--- src/rtl/serial_arbiter.sv ---
// -----------------------------------------------------------------------------
// serial_arbiter
//
// Round-robin arbiter that shares one 32-bit serial transmitter among N_REQ
// requesters. A winning requester's word is captured, handed to the
// transmitter with a one-cycle load_data pulse, and the arbiter then waits for
// tran_done before pulsing that requester's done bit. A watchdog aborts the
// wait if tran_done never arrives. The abort sets a sticky timeout_err flag.
//
// Parameters
//   N_REQ    number of requesters (2..8)
//   TIMEOUT  sclk cycles allowed in WAIT before abort (> 34)
//
// Ports
//   sclk         in   serial clock, rising-edge active
//   rst_n        in   asynchronous active-low reset
//   req          in   level request per requester
//   req_data     in   word for requester k on bits [32k+31:32k]
//   ack          out  one-cycle pulse: request accepted, data captured
//   done         out  one-cycle pulse: requester's word fully shifted out
//   load_data    out  load strobe to the transmitter
//   data_out     out  captured word to the transmitter
//   tran_done    in   end-of-frame strobe from the transmitter
//   busy         out  high whenever the arbiter is not idle
//   timeout_err  out  sticky watchdog flag, cleared only by reset
// -----------------------------------------------------------------------------
module serial_arbiter #(
    parameter int N_REQ   = 4,
    parameter int TIMEOUT = 40
) (
    input  logic                  sclk,
    input  logic                  rst_n,
    input  logic [N_REQ-1:0]      req,
    input  logic [32*N_REQ-1:0]   req_data,
    output logic [N_REQ-1:0]      ack,
    output logic [N_REQ-1:0]      done,
    output logic                  load_data,
    output logic [31:0]           data_out,
    input  logic                  tran_done,
    output logic                  busy,
    output logic                  timeout_err
);

    localparam int IW = $clog2(N_REQ);
    localparam int CW = $clog2(TIMEOUT);

    localparam logic [1:0] ST_IDLE = 2'd0;
    localparam logic [1:0] ST_LOAD = 2'd1;
    localparam logic [1:0] ST_WAIT = 2'd2;
    localparam logic [1:0] ST_DONE = 2'd3;

    // Next requester index, wrapping at N_REQ (not necessarily a power of two).
    function automatic logic [IW-1:0] wrap_inc(input logic [IW-1:0] v);
        logic [IW-1:0] r;
        if (v == IW'(N_REQ - 1)) begin
            r = '0;
        end else begin
            r = v + IW'(1);
        end
        return r;
    endfunction

    // One-hot decode of a requester index.
    function automatic logic [N_REQ-1:0] one_hot(input logic [IW-1:0] idx);
        logic [N_REQ-1:0] v;
        v = '0;
        for (int k = 0; k < N_REQ; k++) begin
            if (idx == IW'(k)) begin
                v[k] = 1'b1;
            end else begin
                v[k] = 1'b0;
            end
        end
        return v;
    endfunction

    logic [1:0]        state_r, state_nxt_s;
    logic [IW-1:0]     ptr_r, ptr_nxt_s;
    logic [IW-1:0]     g_r, g_nxt_s;
    logic [CW-1:0]     cnt_r, cnt_nxt_s;
    logic [31:0]       data_r, data_nxt_s;
    logic              terr_r, terr_nxt_s;
    logic [N_REQ-1:0]  ack_r, ack_nxt_s;
    logic [N_REQ-1:0]  done_r, done_nxt_s;
    logic              load_r, load_nxt_s;
    logic              busy_r, busy_nxt_s;

    logic [IW-1:0]     cand_s;
    logic [IW-1:0]     win_idx_s;
    logic              win_found_s;
    logic [31:0]       sel_data_s;

    // Round-robin scan: first set request at or after ptr, wrapping around.
    always_comb begin
        cand_s      = ptr_r;
        win_idx_s   = ptr_r;
        win_found_s = 1'b0;
        for (int i = 0; i < N_REQ; i++) begin
            if (!win_found_s && req[cand_s]) begin
                win_found_s = 1'b1;
                win_idx_s   = cand_s;
            end else begin
                win_found_s = win_found_s;
            end
            cand_s = wrap_inc(cand_s);
        end
    end

    // Select the winning requester's word.
    always_comb begin
        sel_data_s = 32'h0000_0000;
        for (int k = 0; k < N_REQ; k++) begin
            if (win_idx_s == IW'(k)) begin
                sel_data_s = req_data[32*k +: 32];
            end else begin
                sel_data_s = sel_data_s;
            end
        end
    end

    // Next-state and next-output decode; every output is registered from here.
    always_comb begin
        state_nxt_s = state_r;
        ptr_nxt_s   = ptr_r;
        g_nxt_s     = g_r;
        cnt_nxt_s   = cnt_r;
        data_nxt_s  = data_r;
        terr_nxt_s  = terr_r;
        ack_nxt_s   = '0;
        done_nxt_s  = '0;
        load_nxt_s  = 1'b0;

        case (state_r)
            ST_IDLE: begin
                if (win_found_s) begin
                    state_nxt_s = ST_LOAD;
                    g_nxt_s     = win_idx_s;
                    data_nxt_s  = sel_data_s;
                    ack_nxt_s   = one_hot(win_idx_s);
                    load_nxt_s  = 1'b1;
                end else begin
                    state_nxt_s = ST_IDLE;
                end
            end
            ST_LOAD: begin
                state_nxt_s = ST_WAIT;
                cnt_nxt_s   = '0;
            end
            ST_WAIT: begin
                // tran_done has priority over a watchdog expiry in the same cycle.
                if (tran_done) begin
                    state_nxt_s = ST_DONE;
                    done_nxt_s  = one_hot(g_r);
                end else if (cnt_r == CW'(TIMEOUT - 1)) begin
                    state_nxt_s = ST_IDLE;
                    terr_nxt_s  = 1'b1;
                    ptr_nxt_s   = wrap_inc(g_r);
                end else begin
                    cnt_nxt_s   = cnt_r + CW'(1);
                end
            end
            ST_DONE: begin
                state_nxt_s = ST_IDLE;
                ptr_nxt_s   = wrap_inc(g_r);
            end
            default: begin
                state_nxt_s = ST_IDLE;
            end
        endcase

        busy_nxt_s = (state_nxt_s != ST_IDLE);
    end

    // State and output registers with asynchronous reset.
    always_ff @(posedge sclk or negedge rst_n) begin
        if (!rst_n) begin
            state_r <= ST_IDLE;
            ptr_r   <= '0;
            g_r     <= '0;
            cnt_r   <= '0;
            data_r  <= 32'h0000_0000;
            terr_r  <= 1'b0;
            ack_r   <= '0;
            done_r  <= '0;
            load_r  <= 1'b0;
            busy_r  <= 1'b0;
        end else begin
            state_r <= state_nxt_s;
            ptr_r   <= ptr_nxt_s;
            g_r     <= g_nxt_s;
            cnt_r   <= cnt_nxt_s;
            data_r  <= data_nxt_s;
            terr_r  <= terr_nxt_s;
            ack_r   <= ack_nxt_s;
            done_r  <= done_nxt_s;
            load_r  <= load_nxt_s;
            busy_r  <= busy_nxt_s;
        end
    end

    assign ack         = ack_r;
    assign done        = done_r;
    assign load_data   = load_r;
    assign data_out    = data_r;
    assign busy        = busy_r;
    assign timeout_err = terr_r;

endmodule

--- config.mk ---
export PLATFORM = sky130hd
export DESIGN_NAME = serial_arbiter
export DESIGN_NICKNAME = d
export VERILOG_FILES = /design/src/rtl/serial_arbiter.sv
export SDC_FILE = /design/constraint.sdc
export NUM_CORES = 1
export LEC_CHECK = 0
export CAP_MARGIN = 20
export CORE_MARGIN = 3
export CORE_UTILIZATION = 40
export CTS_CLUSTER_SIZE = 12
export DETAILED_ROUTE_END_ITERATION = 10
export PLACE_DENSITY = 0.78
export SYNTH_ARGS = -nofsm -noshare
export SYNTH_HDL_FRONTEND = slang
export SYNTH_SLANG_ARGS = --single-unit
--- constraint.sdc ---
create_clock -name sclk -period 8 [get_ports sclk]
set_clock_uncertainty 0.1 [all_clocks]
set_input_delay 0.8 -clock sclk [delete_from_list [all_inputs] [get_ports sclk]]
set_output_delay 0.8 -clock sclk [all_outputs]
set_load 0.02 [all_outputs]
==> results of run 1 <==
cells in the final DEF, fill, tap and decap left out, types with 2 or more instances in the layout:
| master | Yosys | layout |
|---|---|---|
| a221oi_1 | 2 | 2 |
| nand2b_1 | 3 | 3 |
| o21ai_0 | 3 | 3 |
| nand2_1 | 5 | 5 |
| nor3_1 | 2 | 2 |
| xor2_1 | 3 | 3 |
| ha_1 | 6 | 6 |
| and2_1 | 9 | 8 |
| buf_4 | 0 | 4 |
| a21oi_1 | 6 | 6 |
| a221oi_2 | 30 | 30 |
| clkbuf_8 | 0 | 6 |
| nor2_1 | 43 | 43 |
| a21o_1 | 3 | 3 |
| clkdlybuf4s50_1 | 0 | 176 |
| mux2i_1 | 67 | 67 |
| or2_2 | 2 | 2 |
| inv_1 | 5 | 5 |
| or3b_2 | 2 | 2 |
| dfrtp_1 | 55 | 55 |
| mux2_2 | 5 | 5 |
| nand3_1 | 4 | 4 |
metal layers:
| metal | GRT usage [%] | vias to the layer above |
|---|---|---|
| met2 | 34.0 | 137 |
| met4 | 3.26 | 0 |
| li1 | - | 1456 |
| met1 | 24.5 | 1418 |
| met5 | 0 | - |
| met3 | 5.40 | 7 |
kinds of logic (layout without fill, tap and decap cells):
family | Yosys count | count (layout)
flip-flops | 55 | 55
XOR/XNOR | 4 | 4
multiplexers | 73 | 73
buffers and inverters | 26 | 195
AO/OA/AOI/OAI | 56 | 56
AND/OR/NAND/NOR | 80 | 80
adder cells (fa/ha/maj) | 6 | 6
per-stage QoR:
stage / util [%] / worst slack (ns) / cells
3_5_place_dp: 63.0 / 3.54 / 566
4_1_cts: 64.4 / 3.88 / 574
6_report: 64.4 / 3.91 / 574
2_1_floorplan: - / 5.05 / 300
3_3_place_gp: 63.0 / 3.64 / 566
5_1_grt: 64.4 / 3.75 / 574
report_power, final:
group | switching [mW] | internal (mW) | leakage [nW]
sequential | 0.0783 | 0.400 | 0.652
clock | 0.0882 | 0.101 | 0.0612
combinational | 0.838 | 0.729 | 1.55
critical path: stages:
cell and delay, ns:
clkdlybuf4s50_1 0.59, or3b_2 0.47, and2_1 0.15, a211o_1 0.39, inv_2 0.56, and2_2 0.91, a221oi_1 0.23
worst min path at each step:
stage                              endpoint  slack (ns)  cells after the start
floorplan                  ack[0]$_DFF_PN0_        0.40                      0
global placement    timeout_err$_DFFE_PN0P_        0.39                      1
detailed placement  timeout_err$_DFFE_PN0P_        0.39                      1
CTS                 timeout_err$_DFFE_PN0P_        0.41                      1
global route        timeout_err$_DFFE_PN0P_        0.44                      1
finish              timeout_err$_DFFE_PN0P_        0.40                      1
Yosys cell counts, types with 2 or more instances:
cell type and count:
mux2i_1 67, a221oi_1 2, a21o_1 3, mux2_2 5, or3b_2 2, nor2_1 43
ha_1 6, dfrtp_1 55, a21oi_1 6, a221oi_2 30, nand3_1 4, buf_2 7
nand2b_1 3, nand2_1 5, xor2_1 3, buf_8 2, o21ai_0 3, inv_1 5
nor3_1 2, clkbuf_1 4, buf_6 5, or2_2 2, and2_1 9
area by class of cell:
class / instances / area share, %
well taps: 105 / 2.45
repair buffers: 181 / 33.4
inverters: 6 / 0.419
clock inverters: 2 / 0.652
multi-input cells: 219 / 35.9
flip-flops and latches: 55 / 25.6
clock buffers: 6 / 1.54
sequential cells by signal, indices dropped and copies added, names as in the netlist:
signal       flops
timeout_err      1
g_r              2
data_out        32
ack              4
state_r          2
cnt_r            6
load_data        1
done             4
ptr_r            2
busy             1
==> reports/results.tsv, run 1 <==
metric	value	unit
Worst Tran Pin Value	0.981	ns
Avg WL per Cell	17.1	um
final hold slack	0.402	ns
register bit total from synthesis	55	
worst-path maximum fanout	37	
initial antenna violation count	0	
ys async rst share	100	%
area post-placement	5260	um2
vias per inst	5.26	
RR Startpoint	ptr_r[0]$_DFFE_PN0P_	
layout cells sized above 1	13.0	%
Setup violations, final	0	
routed metal-1 wire length	4020	um
Final Cell Area	5370	um2
GRT Overall Usage	19.5	%
number of enable flip-flop cells after synthesis	0	
Max-slew headroom	34.6	%
fmax	244	MHz
total congestion overflow	0	
Root Driver	clkbuf_8	
final setup TNS	0	ns
Slew Limit Fails	0	
Worst setup SP type	input port	
minimum clock period	4.09	ns
PD cells	416	nW/um2
initial DRC count	94	
XOR/XNOR Fraction of Synth Area	1.01	%
first-pass GRT wire length	15600	um
Port Buf Inserts	177	
critical path required time	8.03	ns
worst reg-to-reg path cell count	8	
area share of fa/ha/maj cells after synthesis	2.15	%
crit path from	req[3]	
Seq/Total Area, Yosys	39.5	%
worst hold path class	reg -> reg	
RSZ-0062 raised after global routing	no	
multi-input logic area	1930	um2
met2 WL	4850	um
via count	3018	
io pins	178	
top cell type's share of synthesized area	39.5	%
# fillers	695	
CTS Buffer Depth	2	
Worst Setup EP	data_out[0]$_DFFE_PN0P_	
vias in the first global route	3077	
FF/Latch Area	1380	um2
CTS Buf Count	5	
Simple-Gate Fraction of Synth Area	11.4	%
Residual DRC	0	
main combinational cell family by area after synthesis	multiplexers	
antenna cells	0	
Hold Path Origin	timeout_err$_DFFE_PN0P_	
Synth Area in Compound Gates	19.1	%
die area	9870	um2
Final #Nets	609	
area leader, netlist	dfrtp_1	
Pre-antenna DRT Iters	4	
post-route ant nets	0	
Worst-Skew Late Latency	0.30	ns
Reg clk slew, reported paths	0.10	ns
crit path kind	in -> reg	
multiplexer share of the synthesized area	21.5	%
syn_nets	441	
Avg Cell Area, Syn	11.6	um2
CP Data Arrival Time	4.13	ns
leakage power	2.26	nW
cells after synthesis	300	
dominant synthesized flop cell	dfrtp_1	
Die W	99.3	um
largest net degree at the start of global routing	56	
status	completed	
met3 wire len	850	um
Resized Gates After CTS	0	
max layer used	met4	
Mapped Area	3480	um2
Synth area leaders	dfrtp_1 (39%), mux2i_1 (19%), a221oi_2 (13%), nor2_1 (4.6%), ha_1 (2.2%)	
r2r setup slk	4.07	ns
Yosys cell types	50	
Total Wirelength	9800	um
TritonCTS Sinks	55	
Worst setup EP type	register	
Worst IR Drop VDD	0.225	mV
Max Cap Viol	0	
Design Power	2.24	mW
CTS H-tree depth	2	
Core ar.	8340	um2
Final Hold Fails	0	
hpwl dp	7600	um
site row count	33	
CTS tree	built	
Final period util	51.1	%
initial core utilization	41.8	%
GPL Wtd Cong	0.846	
RR Endpoint	data_out[0]$_DFFE_PN0P_	
Area growth syn-to-layout	54.2	%
YS warnings	0	
die height	99.3	um
Post CTS Setup Buffer Count	0	
CTS Hold Buffers Added	0	
Power figures use the tool's default switching activity.
==> inputs of run 2 (changes only) <==
- CORE_UTILIZATION: 40 -> 37
- PLACE_DENSITY: 0.78 -> 0.75
- clock period: 8 -> 3.75 ns (I/O delays scaled with it)
==> run 2 against run 1 <==
Against the previous run: count of clock-buffer cells in the layout up 1; clock power increased by 66%; sequential share of layout area shrank 0.22 points; cell count increased by 1.7%; largest cell class unchanged; critical endpoint is now data_out[13]$_DFFE_PN0P_; first-iteration DRC count grew 65%; register-to-register slack worse by 3.8 ns; critical path depth rose by 2; sequential cell count is the same; via count grew 1.6%; cell area is 0.89% higher; combinational power is 120% higher; non-clock buffer count increased by 7.
==> reports/results.tsv, run 2 (synthesized netlist as in run 1, its figures left out) <==
metric	value	unit	change
status	completed		unchanged
Residual DRC	0		unchanged
Resized Gates After CTS	0		unchanged
Root Driver	clkbuf_8		unchanged
Final #Nets	616		was 609
RR Endpoint	data_out[13]$_DFFE_PN0P_		was data_out[0]$_DFFE_PN0P_
leakage power	2.29	nW	was 2.26 nW
most frequent cells in the layout	clkdlybuf4s50_1 (176), mux2i_1 (67), dfrtp_1 (55), nor2_1 (43), a221oi_2 (30)		unchanged
CTS Buf Count	5		unchanged
Setup violations, final	0		unchanged
crit path from	ptr_r[1]$_DFFE_PN0P_		was req[3]
Final period util	91.6	%	
Final Hold Fails	0		unchanged
io pins	178		unchanged
Slew Limit Fails	0		unchanged
TritonCTS Sinks	55		unchanged
worst reg-to-reg path cell count	9		was 8
minimum clock period	3.44	ns	
Worst Tran Pin Value	0.904	ns	was 0.981 ns
CTS H-tree depth	2		unchanged
via count	3067		was 3018
crit path kind	reg -> reg		was in -> reg
max reg flops	32		unchanged
r2r setup slk	0.31	ns	was 4.07 ns
Die W	103	um	was 99.3 um
Area growth syn-to-layout	55.5	%	was 54.2%
final setup TNS	0	ns	unchanged
site row count	34		was 33
GRT Overall Usage	18.2	%	was 19.5%
fin util	60.7	%	was 64.4%
Worst Setup EP	data_out[13]$_DFFE_PN0P_		was data_out[0]$_DFFE_PN0P_
Worst setup SP type	register		was input port
Max-slew headroom	39.6	%	was 34.6%
most common cell after layout, fill and taps aside	clkdlybuf4s50_1		unchanged
initial antenna violation count	0		unchanged
Total Wirelength	9890	um	was 9800 um
fmax	291	MHz	
# fillers	772		was 695
Worst-Skew Late Latency	0.31	ns	was 0.30 ns
total congestion overflow	0		unchanged
post-route ant nets	0		unchanged
first-pass GRT wire length	15200	um	was 15600 um
worst hold path class	reg -> reg		unchanged
Pre-antenna DRT Iters	4		unchanged
Port Buf Inserts	177		unchanged
RR Startpoint	ptr_r[1]$_DFFE_PN0P_		was ptr_r[0]$_DFFE_PN0P_
PD cells	884	nW/um2	was 416 nW/um2
die height	103	um	was 99.3 um
initial core utilization	39.0	%	was 41.8%
Max Cap Viol	0		unchanged
Reg clk slew, reported paths	0.09	ns	was 0.10 ns
critical path required time	3.83	ns	was 8.03 ns
largest net degree at the start of global routing	69		was 56
Worst setup EP type	register		unchanged
Core ar.	8930	um2	was 8340 um2
vias in the first global route	3056		was 3077
Worst IR Drop VDD	0.910	mV	was 0.225 mV
die area	10600	um2	was 9870 um2
worst-path maximum fanout	23		was 37
vias per inst	5.25		was 5.26
layout cells sized above 1	13.7	%	was 13.0%
CP Data Arrival Time	3.52	ns	was 4.13 ns
CTS Buffer Depth	2		unchanged
Avg WL per Cell	16.9	um	was 17.1 um
initial DRC count	155		was 94
CTS tree	built		unchanged
RSZ-0062 raised after global routing	no		unchanged
GPL Wtd Cong	0.852		was 0.846
hpwl dp	7670	um	was 7600 um
antenna cells	0		unchanged
-- run 2: cell count changes in the layout (fill, tap and decap cells not counted) --
cell / delta
dlygate4sd3_1: +1
buf_12: +2
clkbuf_8: -1
clkbuf_1: +2
buf_4: +4
bufinv_16: -1
-- run 2: repair_timing --
item,4_1_cts,5_1_grt
hold endpoints to repair,25,0
hold buffers,1,0
setup endpoints to repair,0,0
setup buffers,0,0
-- run 2: how the worst min path moves through the flow --
stage                                  from                       end  slack (ns)  depth (start not counted)
floorplan                             rst_n          ack[0]$_DFF_PN0_       -0.02                          0
global placement                      rst_n  data_out[27]$_DFFE_PN0P_        0.32                          1
detailed placement                    rst_n  data_out[27]$_DFFE_PN0P_        0.33                          1
CTS                 timeout_err$_DFFE_PN0P_   timeout_err$_DFFE_PN0P_        0.41                          1
global route        timeout_err$_DFFE_PN0P_   timeout_err$_DFFE_PN0P_        0.46                          1
finish              timeout_err$_DFFE_PN0P_   timeout_err$_DFFE_PN0P_        0.40                          1
-- run 2: critical path, stage by stage (launching register included) --
cell      delay (ns)
dfrtp_1         0.39
ha_1            0.46
mux2_2          0.40
mux2_2          0.29
nor4_2          0.23
a211oi_2        0.12
buf_4           0.17
nor2_4          0.71
buf_4           0.37
a221oi_2        0.09
-- run 2: metal layers --
metal  part of all wire [%]  GRT usage, %  wire, um
met1                     40          23.2      3990
met4                    1.3          4.58       129
met2                     51          31.3      5030
met3                    7.5          3.99       740
met5                      0             0         0
-- run 2: cell type report --
cell class / instances / area (um2) / area share (%)
Tap cell: 108 / 135 / 2.49
Clock inverter: 1 / 5.00 / 0.0923
Clock buffer: 7 / 76.3 / 1.41
Timing Repair Buffer: 188 / 1880 / 34.6
Multi-Input combinational cell: 219 / 1930 / 35.6
Inverter: 6 / 22.5 / 0.416
Sequential cell: 55 / 1380 / 25.4
-- run 2: power breakdown --
group / leakage, nW / total, mW / internal (mW) / switching, mW
registers: 0.652 / 0.997 / 0.854 / 0.142
logic: 1.59 / 3.48 / 1.64 / 1.84
clock network: 0.0422 / 0.316 / 0.132 / 0.184
total: 2.29 / 4.79 / 2.63 / 2.17
-- run 2: stage by stage --
stage / cells / worst slack [ns] / area, um2 / power [mW] / hold slack [ns]
6_report: 584 / 0.314 / 5420 / 4.79 / 0.404
5_1_grt: 584 / 0.129 / 5420 / 5.14 / 0.463
4_1_cts: 584 / 0.299 / 5420 / 4.85 / 0.411
3_5_place_dp: 575 / 0.0626 / 5330 / 4.53 / 0.330
3_3_place_gp: 575 / 0.140 / 5330 / 4.44 / 0.317
2_1_floorplan: 300 / 0.855 / 3480 / 3.57 / -0.0206
